[src/rtl/sha256_msg_padder.sv]
// sha256_msg_padder
//   Loads a byte-stream message into the byte-addressed SHA-256 message RAM,
//   then appends the standard padding: 0x80, zero fill up to the next
//   address a with a mod 64 == 56, and the 64-bit big-endian bit length.
//   One RAM write is issued per cycle. The block count is reported on done.
//
// Optional feature (macro SHA_PAD_LEN_OUT_EN):
//   When defined, adds output msg_len_bytes[10:0]. It carries the message
//   length in bytes, loads on done, holds until the next start and resets
//   to 0. When undefined, the port and its register do not exist.
//
// Ports:
//   clk, rst         clock, asynchronous active-high reset
//   start            pulse; starts a new message (IDLE, DONE or ERROR only)
//   in_valid/in_data message byte stream; in_ready is high only in LOAD
//   in_end           end-of-message strobe (LOAD only)
//   ram_we/ram_waddr/ram_wdata   byte write port of the message RAM
//   busy             high while loading or padding
//   done             one-cycle pulse once the padded message is in RAM
//   num_blocks       number of 512-bit blocks, valid from done to next start
//   err              sticky overflow flag, cleared by start or rst
module sha256_msg_padder #(
  parameter int RAM_BYTES     = 1024,
  parameter int MAX_MSG_BYTES = RAM_BYTES - 9
) (
  input  logic        clk,
  input  logic        rst,
  input  logic        start,
  input  logic        in_valid,
  input  logic [7:0]  in_data,
  output logic        in_ready,
  input  logic        in_end,
  output logic        ram_we,
  output logic [9:0]  ram_waddr,
  output logic [7:0]  ram_wdata,
  output logic        busy,
  output logic        done,
  output logic [4:0]  num_blocks,
  output logic        err
`ifdef SHA_PAD_LEN_OUT_EN
  ,
  output logic [10:0] msg_len_bytes
`endif
);

  if ((RAM_BYTES % 64) != 0) begin : g_bad_ram_size
    $error("RAM_BYTES must be a multiple of 64");
  end

  localparam logic [10:0] MAX_N = 11'(MAX_MSG_BYTES);

  typedef enum logic [2:0] {
    S_IDLE,
    S_LOAD,
    S_PAD80,
    S_PADZERO,
    S_LEN,
    S_DONE,
    S_ERROR
  } state_t;

  state_t      state;
  logic [10:0] n;        // message bytes accepted so far
  logic [10:0] addr;     // write address during PADZERO and LEN
  logic [10:0] n_nx;
  logic [10:0] addr_nx;
  logic        accept;
  logic        overflow;

  // Byte k (0 = most significant) of the 64-bit bit length 8*nb.
  // Shift amount is 8*(7-k); for a 3-bit k, 7-k equals ~k.
  function automatic logic [7:0] len_byte(input logic [10:0] nb, input logic [2:0] k);
    logic [63:0] l;
    logic [5:0]  sh;
    l  = {50'd0, nb, 3'd0};
    sh = {~k, 3'b000};
    return 8'(l >> sh);
  endfunction

  assign n_nx     = n + 11'd1;
  assign addr_nx  = addr + 11'd1;
  assign accept   = (state == S_LOAD) && in_valid;
  assign overflow = accept && (n == MAX_N);

  assign in_ready = (state == S_LOAD);
  assign busy     = (state == S_LOAD) || (state == S_PAD80) ||
                    (state == S_PADZERO) || (state == S_LEN);

  // Write port: data bytes pass straight through on the handshake; padding
  // bytes come from the pad states. Decoded from registered state only, so
  // an asynchronous reset removes any write immediately.
  always_comb begin
    ram_we    = 1'b0;
    ram_waddr = '0;
    ram_wdata = '0;
    case (state)
      S_LOAD: begin
        if (accept && !overflow) begin
          ram_we    = 1'b1;
          ram_waddr = n[9:0];
          ram_wdata = in_data;
        end
      end
      S_PAD80: begin
        ram_we    = 1'b1;
        ram_waddr = n[9:0];
        ram_wdata = 8'h80;
      end
      S_PADZERO: begin
        ram_we    = 1'b1;
        ram_waddr = addr[9:0];
        ram_wdata = 8'h00;
      end
      S_LEN: begin
        // Length field starts on an 8-byte boundary, so addr[2:0] is the byte index.
        ram_we    = 1'b1;
        ram_waddr = addr[9:0];
        ram_wdata = len_byte(n, addr[2:0]);
      end
      default: ;
    endcase
  end

  always_ff @(posedge clk or posedge rst) begin
    if (rst) begin
      state      <= S_IDLE;
      n          <= '0;
      addr       <= '0;
      done       <= 1'b0;
      num_blocks <= '0;
      err        <= 1'b0;
`ifdef SHA_PAD_LEN_OUT_EN
      msg_len_bytes <= '0;
`endif
    end else begin
      done <= 1'b0;
      case (state)
        S_IDLE, S_DONE, S_ERROR: begin
          if (start) begin
            state      <= S_LOAD;
            n          <= '0;
            err        <= 1'b0;
            num_blocks <= '0;
`ifdef SHA_PAD_LEN_OUT_EN
            msg_len_bytes <= '0;
`endif
          end
        end
        S_LOAD: begin
          if (overflow) begin
            err   <= 1'b1;
            state <= S_ERROR;
          end else begin
            // A byte coinciding with in_end is counted before padding starts.
            if (accept) n <= n_nx;
            if (in_end) state <= S_PAD80;
          end
        end
        S_PAD80: begin
          addr  <= n_nx;
          state <= (n_nx[5:0] == 6'd56) ? S_LEN : S_PADZERO;
        end
        S_PADZERO: begin
          addr <= addr_nx;
          if (addr_nx[5:0] == 6'd56) state <= S_LEN;
        end
        S_LEN: begin
          addr <= addr_nx;
          if (addr[2:0] == 3'd7) begin
            state      <= S_DONE;
            done       <= 1'b1;
            num_blocks <= addr_nx[10:6];  // (a+8)/64
`ifdef SHA_PAD_LEN_OUT_EN
            msg_len_bytes <= n;
`endif
          end
        end
        default: state <= S_IDLE;
      endcase
    end
  end

endmodule

[config.mk]
export PLATFORM = sky130hd
export DESIGN_NAME = sha256_msg_padder
export DESIGN_NICKNAME = d
export VERILOG_FILES = /design/src/rtl/sha256_msg_padder.sv
export SDC_FILE = /design/constraint.sdc
export NUM_CORES = 1
export LEC_CHECK = 0
export CAP_MARGIN = 5
export CORE_ASPECT_RATIO = 0.6
export CORE_MARGIN = 10
export CORE_UTILIZATION = 25
export DETAILED_ROUTE_END_ITERATION = 6
export SYNTH_ARGS = -nofsm -noshare
export SYNTH_HDL_FRONTEND = slang
export SYNTH_SLANG_ARGS = --single-unit
[constraint.sdc]
create_clock -name clk -period 2.8 [get_ports clk]
set_clock_uncertainty 0.15 [all_clocks]
set_input_delay 0.7 -clock clk [delete_from_list [all_inputs] [get_ports clk]]
set_output_delay 0.7 -clock clk [all_outputs]
set_load 0.03 [all_outputs]
### Word-level counts from Yosys, hierarchy flattened

Cells that the tools add are included.

* bitwise gates (word level): 1
* multiplexer cells: 26
* add/sub/neg operators: 2
* reductions and logical operators: 18
* eq/ne operators: 17
* shift operators: 1

Operators with widths (count)
* case mux 11 bit (2 select lines): 2
* two-way mux 11 bit: 3
* case mux 10 bit (3 select lines): 1
* case mux 8 bit (3 select lines): 1
* adder 11 x 1 -> 11 bit (second input constant): 2
* two-way mux 3 bit: 6
* case mux 3 bit (5 select lines): 1
* >> shifter 14 x 6 -> 8 bit: 1
* == test 3 bit (second input constant): 4
* == test 6 bit (second input constant): 2
* == test 11 x 10 -> 1 bit (second input constant): 1
* two-way mux 10 bit: 1
* two-way mux 5 bit: 2
* case mux 5 bit (2 select lines): 1
* two-way mux 8 bit: 1
* != test 2 x 1 -> 1 bit (second input constant): 4
* AND reduction 4 bit: 2
* == test 3 x 2 -> 1 bit (second input constant): 2
* AND reduction 3 bit: 2
* nonzero test 2 bit: 3
* OR reduction 3 bit: 2
* two-way mux 1 bit: 5
* != test 2 bit (second input constant): 2
* case mux 1 bit (2 select lines): 2
* other kinds (8): 12

* word-level logic and storage cells: 71
* input port bits: 13
* register bits after elaboration: 32

### Longest topological paths before layout

* word-level depth: 7
* depth in mapped cells: 7
* gate-level depth less buffers: 7

### Worst setup path after synthesis

Ideal clock, no wire load.

* kind: flip-flop to output port
* start point: reg n[0]
* end point: out ram_wdata[3]
* slack: 0.207 ns
* cell stages (with the launch flop): 8
* arrival: 1.743 ns
* required time: 1.950 ns
* buffers on the path: 1
* cells stage by stage: dfrtp_1 > ha_1 > nand4bb_4 > nor3_4 > nor2b_1 > buf_6 > a222oi_1 > inv_1

* longest elaborated chain between the ends: 6
* elaborated cells on any way between the ends: 7
* those cells by class: eq/ne: 1; shift: 1; mux: 2; reduce/logical: 3

Ends and longest elaborated chain
* from (decl): line 63 `logic [10:0] n;`
* from (signal assigned): line 155 `if (accept) n <= n_nx;`
* == test 11 x 10 -> 1 bit: line 83 `assign overflow = accept && (n == MAX_N);`
* logical AND 1 bit: line 83
* logical NOT 1 bit: line 98 `if (accept && !overflow) begin`
* logical AND 1 bit: line 98
* two-way mux 8 bit: line 98
* case mux 8 bit (3 select lines) (*): line 96 `case (state)`
* to (decl): line 35 `output logic [7:0] ram_wdata,`

Mark *: on every way between the ends. The rest lies on a longest branch, timed or not.

### Final worst setup path

Same ends and word-level chain as after synthesis.

==> flow_summary_export.csv <==
group,metric,value,unit
logic_synthesis,seq_area_frac_synth,37.3,%
die,dieArea,12800,um2
finish,area_growth,44.3,%
timing,tns,0,ns
power_and_ir_drop,p_leak,1.39,nW
global_routing,grt_overflow_total,0,
worst_hold_path,hold_path_end,"num_blocks[4]",
timing,setup-violations-final,0,
timing,tightestPinTransition,0.671,ns
critical_path,critPathKind,"flop to primary output",
logic_synthesis,syn_avg_cell_area,8.79,um2
global_routing,grt_max_degree,33,
clocking,path_clk_slew,0.06,ns
worst_hold_path,worstHoldPathType,"flop to flop",
critical_path,worst_ep_required_time,1.95,ns
power_and_ir_drop,power.density,892,nW/um2
detailed_routing,wl,7.25,mm
critical_path,reg2reg_to,"state[1]",
timing,drv_slew,0,
timing,hold_viol,0,
detailed_routing,top_layer,"met4",
logic_synthesis,ys_warn_count,0,
detailed_routing,route.met2.wl,3.01,mm
logic_synthesis,async_flop_share,100,%
timing,period_share,97.5,%
timing,relSlewSlack,54.8,%
clocking,clock_sinks,32,
detailed_routing,initialDrtViolationCount,227,
placement,port_buffers,40,
logic_synthesis,yosys_most_used_dff,"dfrtp_1",
critical_path,arrival,1.88,ns
power_and_ir_drop,vdd_drop_max,0.000275,V
clocking,cts_hold_buf,0,
detailed_routing,dr.pass1.iters,5,
finish,diodes,0,
finish,drive_above_1_share,25.6,%
logic_synthesis,synth_top_area_share,37.3,%
global_routing,antenna_found_initial,0,
timing,post-route-min-period,2.73,ns
global_routing,grt_pass1_wl,11.8,mm
die,io_pins,41,
run_status,outcome,"completed",
placement,gp_congestion,0.821,
detailed_routing,drc,0,
critical_path,setup.worst_path.start_class,"flop",
worst_hold_path,min_from,"num_blocks[4]",
critical_path,crit_fanout,7,
finish,nFillCells,840,
detailed_routing,drt-met1-wl,3.63,mm
logic_synthesis,ys_ff_latch,32,
critical_path,r2r_cells,5,
clocking,max-clock-path-buffers,2,
clocking,htree_num_levels,2,
logic_synthesis,synth_cell_types,53,
worst_hold_path,whs_path_depth,2,
die,die-height,91.7,um
run,cap_viol_max_count,0,
clocking,clock_latency,0.28,ns
die,start_util,25.5,%
critical_path,r2r-start,"addr[0]",
logic_synthesis,synth_edf_count,0,
logic_synthesis,netlist_area,2140,um2
detailed_routing,postRouteAntennaNets,0,
die,fp.dieW,140,um
finish,nNetsFinal,328,
detailed_routing,routedWlPerCell,17.1,um
logic_synthesis,synth_fp_nets,260,
detailed_routing,vias,2175,
clocking,numCtsBuffers,5,
timing,rsz0062_at_grt,"true",
critical_path,critPathCaptureType,"primary output",
placement,hpwl,5.46,mm
power_and_ir_drop,power,2.76,mW
critical_path,r2r_setup_slack,0.52,ns
logic_synthesis,synthCells,244,
detailed_routing,met3_length,541,um
die,core,8430,um2
logic_synthesis,yosysTopAreaCell,"dfrtp_1",
global_routing,grt.total_usage,11.3,%
logic_synthesis,ys_top_cells_by_area,"dfrtp_1, nand2_1, a22o_1",
die,row_count,26,
timing,max_freq,366,MHz
clocking,cts_tree,"yes",
global_routing,grt_pass1_vias,2120,
detailed_routing,vias_per_cell,5.12,
clocking,cts-root-buf,"clkbuf_16",
registers in the layout, indices dropped and copies added, names as in the netlist:
register	cells
n	11
addr	11
done	1
num_blocks	5
err	1
state	3
layer usage:
layer  up-vias  GRT usage, %
li1       1032             -
met1      1044          16.3
met2        87          15.6
met3        12          3.91
met4         0          2.23
met5         -             0
placed cells by master, fill, tap and decap left out, types with 3 or more instances in the layout:
master / n
clkbuf_16: 5
o21ai_0: 20
xnor2_1: 9
nor3_1: 4
a22o_1: 13
buf_6: 11
and2_1: 4
nand3_1: 10
nor2_1: 14
xor2_1: 8
dfrtp_1: 31
nand2_1: 30
clkdlybuf4s50_1: 18
buf_4: 41
nand2_2: 4
a21oi_1: 12
a222oi_1: 3
o221ai_1: 3
inv_1: 13
power breakdown:
part,internal (mW),total [mW],switching [mW]
registers,0.537,0.620,0.0835
logic,0.626,1.51,0.880
clock network,0.418,0.633,0.215
total,1.58,2.76,1.18
critical path, stage by stage (launching register included):
cell	delay, ns
dfrtp_1	0.35
ha_2	0.22
nand4bb_4	0.16
nor3_4	0.20
nor2b_4	0.11
a222oi_1	0.32
inv_1	0.09
buf_6	0.15
synth_stat cells (2+ instances only):
master,instances
ha_1,3
nand3_1,10
and2_1,4
nor3_1,5
xor2_1,8
o22ai_1,2
and3_1,2
o31ai_1,2
nor2_1,14
nor2b_1,3
o32a_1,2
o21ai_0,22
o21ai_1,2
inv_1,13
dfrtp_1,32
xnor2_1,9
nand2_1,32
clkbuf_1,2
a21oi_1,12
a22oi_1,2
buf_2,10
a222oi_1,3
a221o_1,2
nand4_1,2
a22o_1,13
a21o_1,2
a221oi_1,2
mux2i_1,2
o221ai_1,3
cell families after synthesis:
kind of cell             share of synthesized area [%]
AND/OR/NAND/NOR                                   21.2
flip-flops                                        37.3
XOR/XNOR                                          6.94
adder cells (fa/ha/maj)                           1.75
multiplexers                                     0.934
buffers and inverters                             5.83
AO/OA/AOI/OAI                                     26.0
worst max path at each step:
stage	startpoint	end	slack [ns]
after floorplan	n[0]	ram_wdata[3]	0.21
after global placement	in_valid	ram_wdata[6]	-0.44
after detailed placement	in_valid	ram_wdata[2]	-0.47
after CTS	state[2]	in_ready	0.004
after global routing	n[0]	ram_wdata[3]	-0.04
final	n[0]	ram_wdata[3]	0.07
layout make-up:
class | count | area (um2) | area share (%)
repair buffers | 74 | 667 | 21.5
flip-flops and latches | 32 | 802 | 25.9
clock inverters | 3 | 42.5 | 1.37
clock buffers | 5 | 125 | 4.04
well taps | 112 | 140 | 4.53
multi-input cells | 186 | 1270 | 41.0
inverters | 13 | 48.8 | 1.58
per-stage QoR:
step / setup WS, ns / area (um2) / util [%] / hold slack (ns) / instances
global placement: -0.444 / 2770 / 32.9 / 0.316 / 408
global route: -0.0366 / 3100 / 36.7 / 0.372 / 425
floorplan: 0.207 / 2140 / - / 0.360 / 244
CTS: 0.00394 / 3030 / 35.9 / 0.336 / 421
detailed placement: -0.469 / 2770 / 32.9 / 0.323 / 408
finish: 0.0706 / 3100 / 36.7 / 0.328 / 425
timing repair:
action | 4_1_cts | 5_1_grt
endpoints found under the setup margin | 21 | 20
pin swaps | 6 | 11
setup buffers | 4 | 4
gates cloned | 1 | 0
resized for setup | 19 | 12
Note: power is estimated with default switching activity, not from simulation.
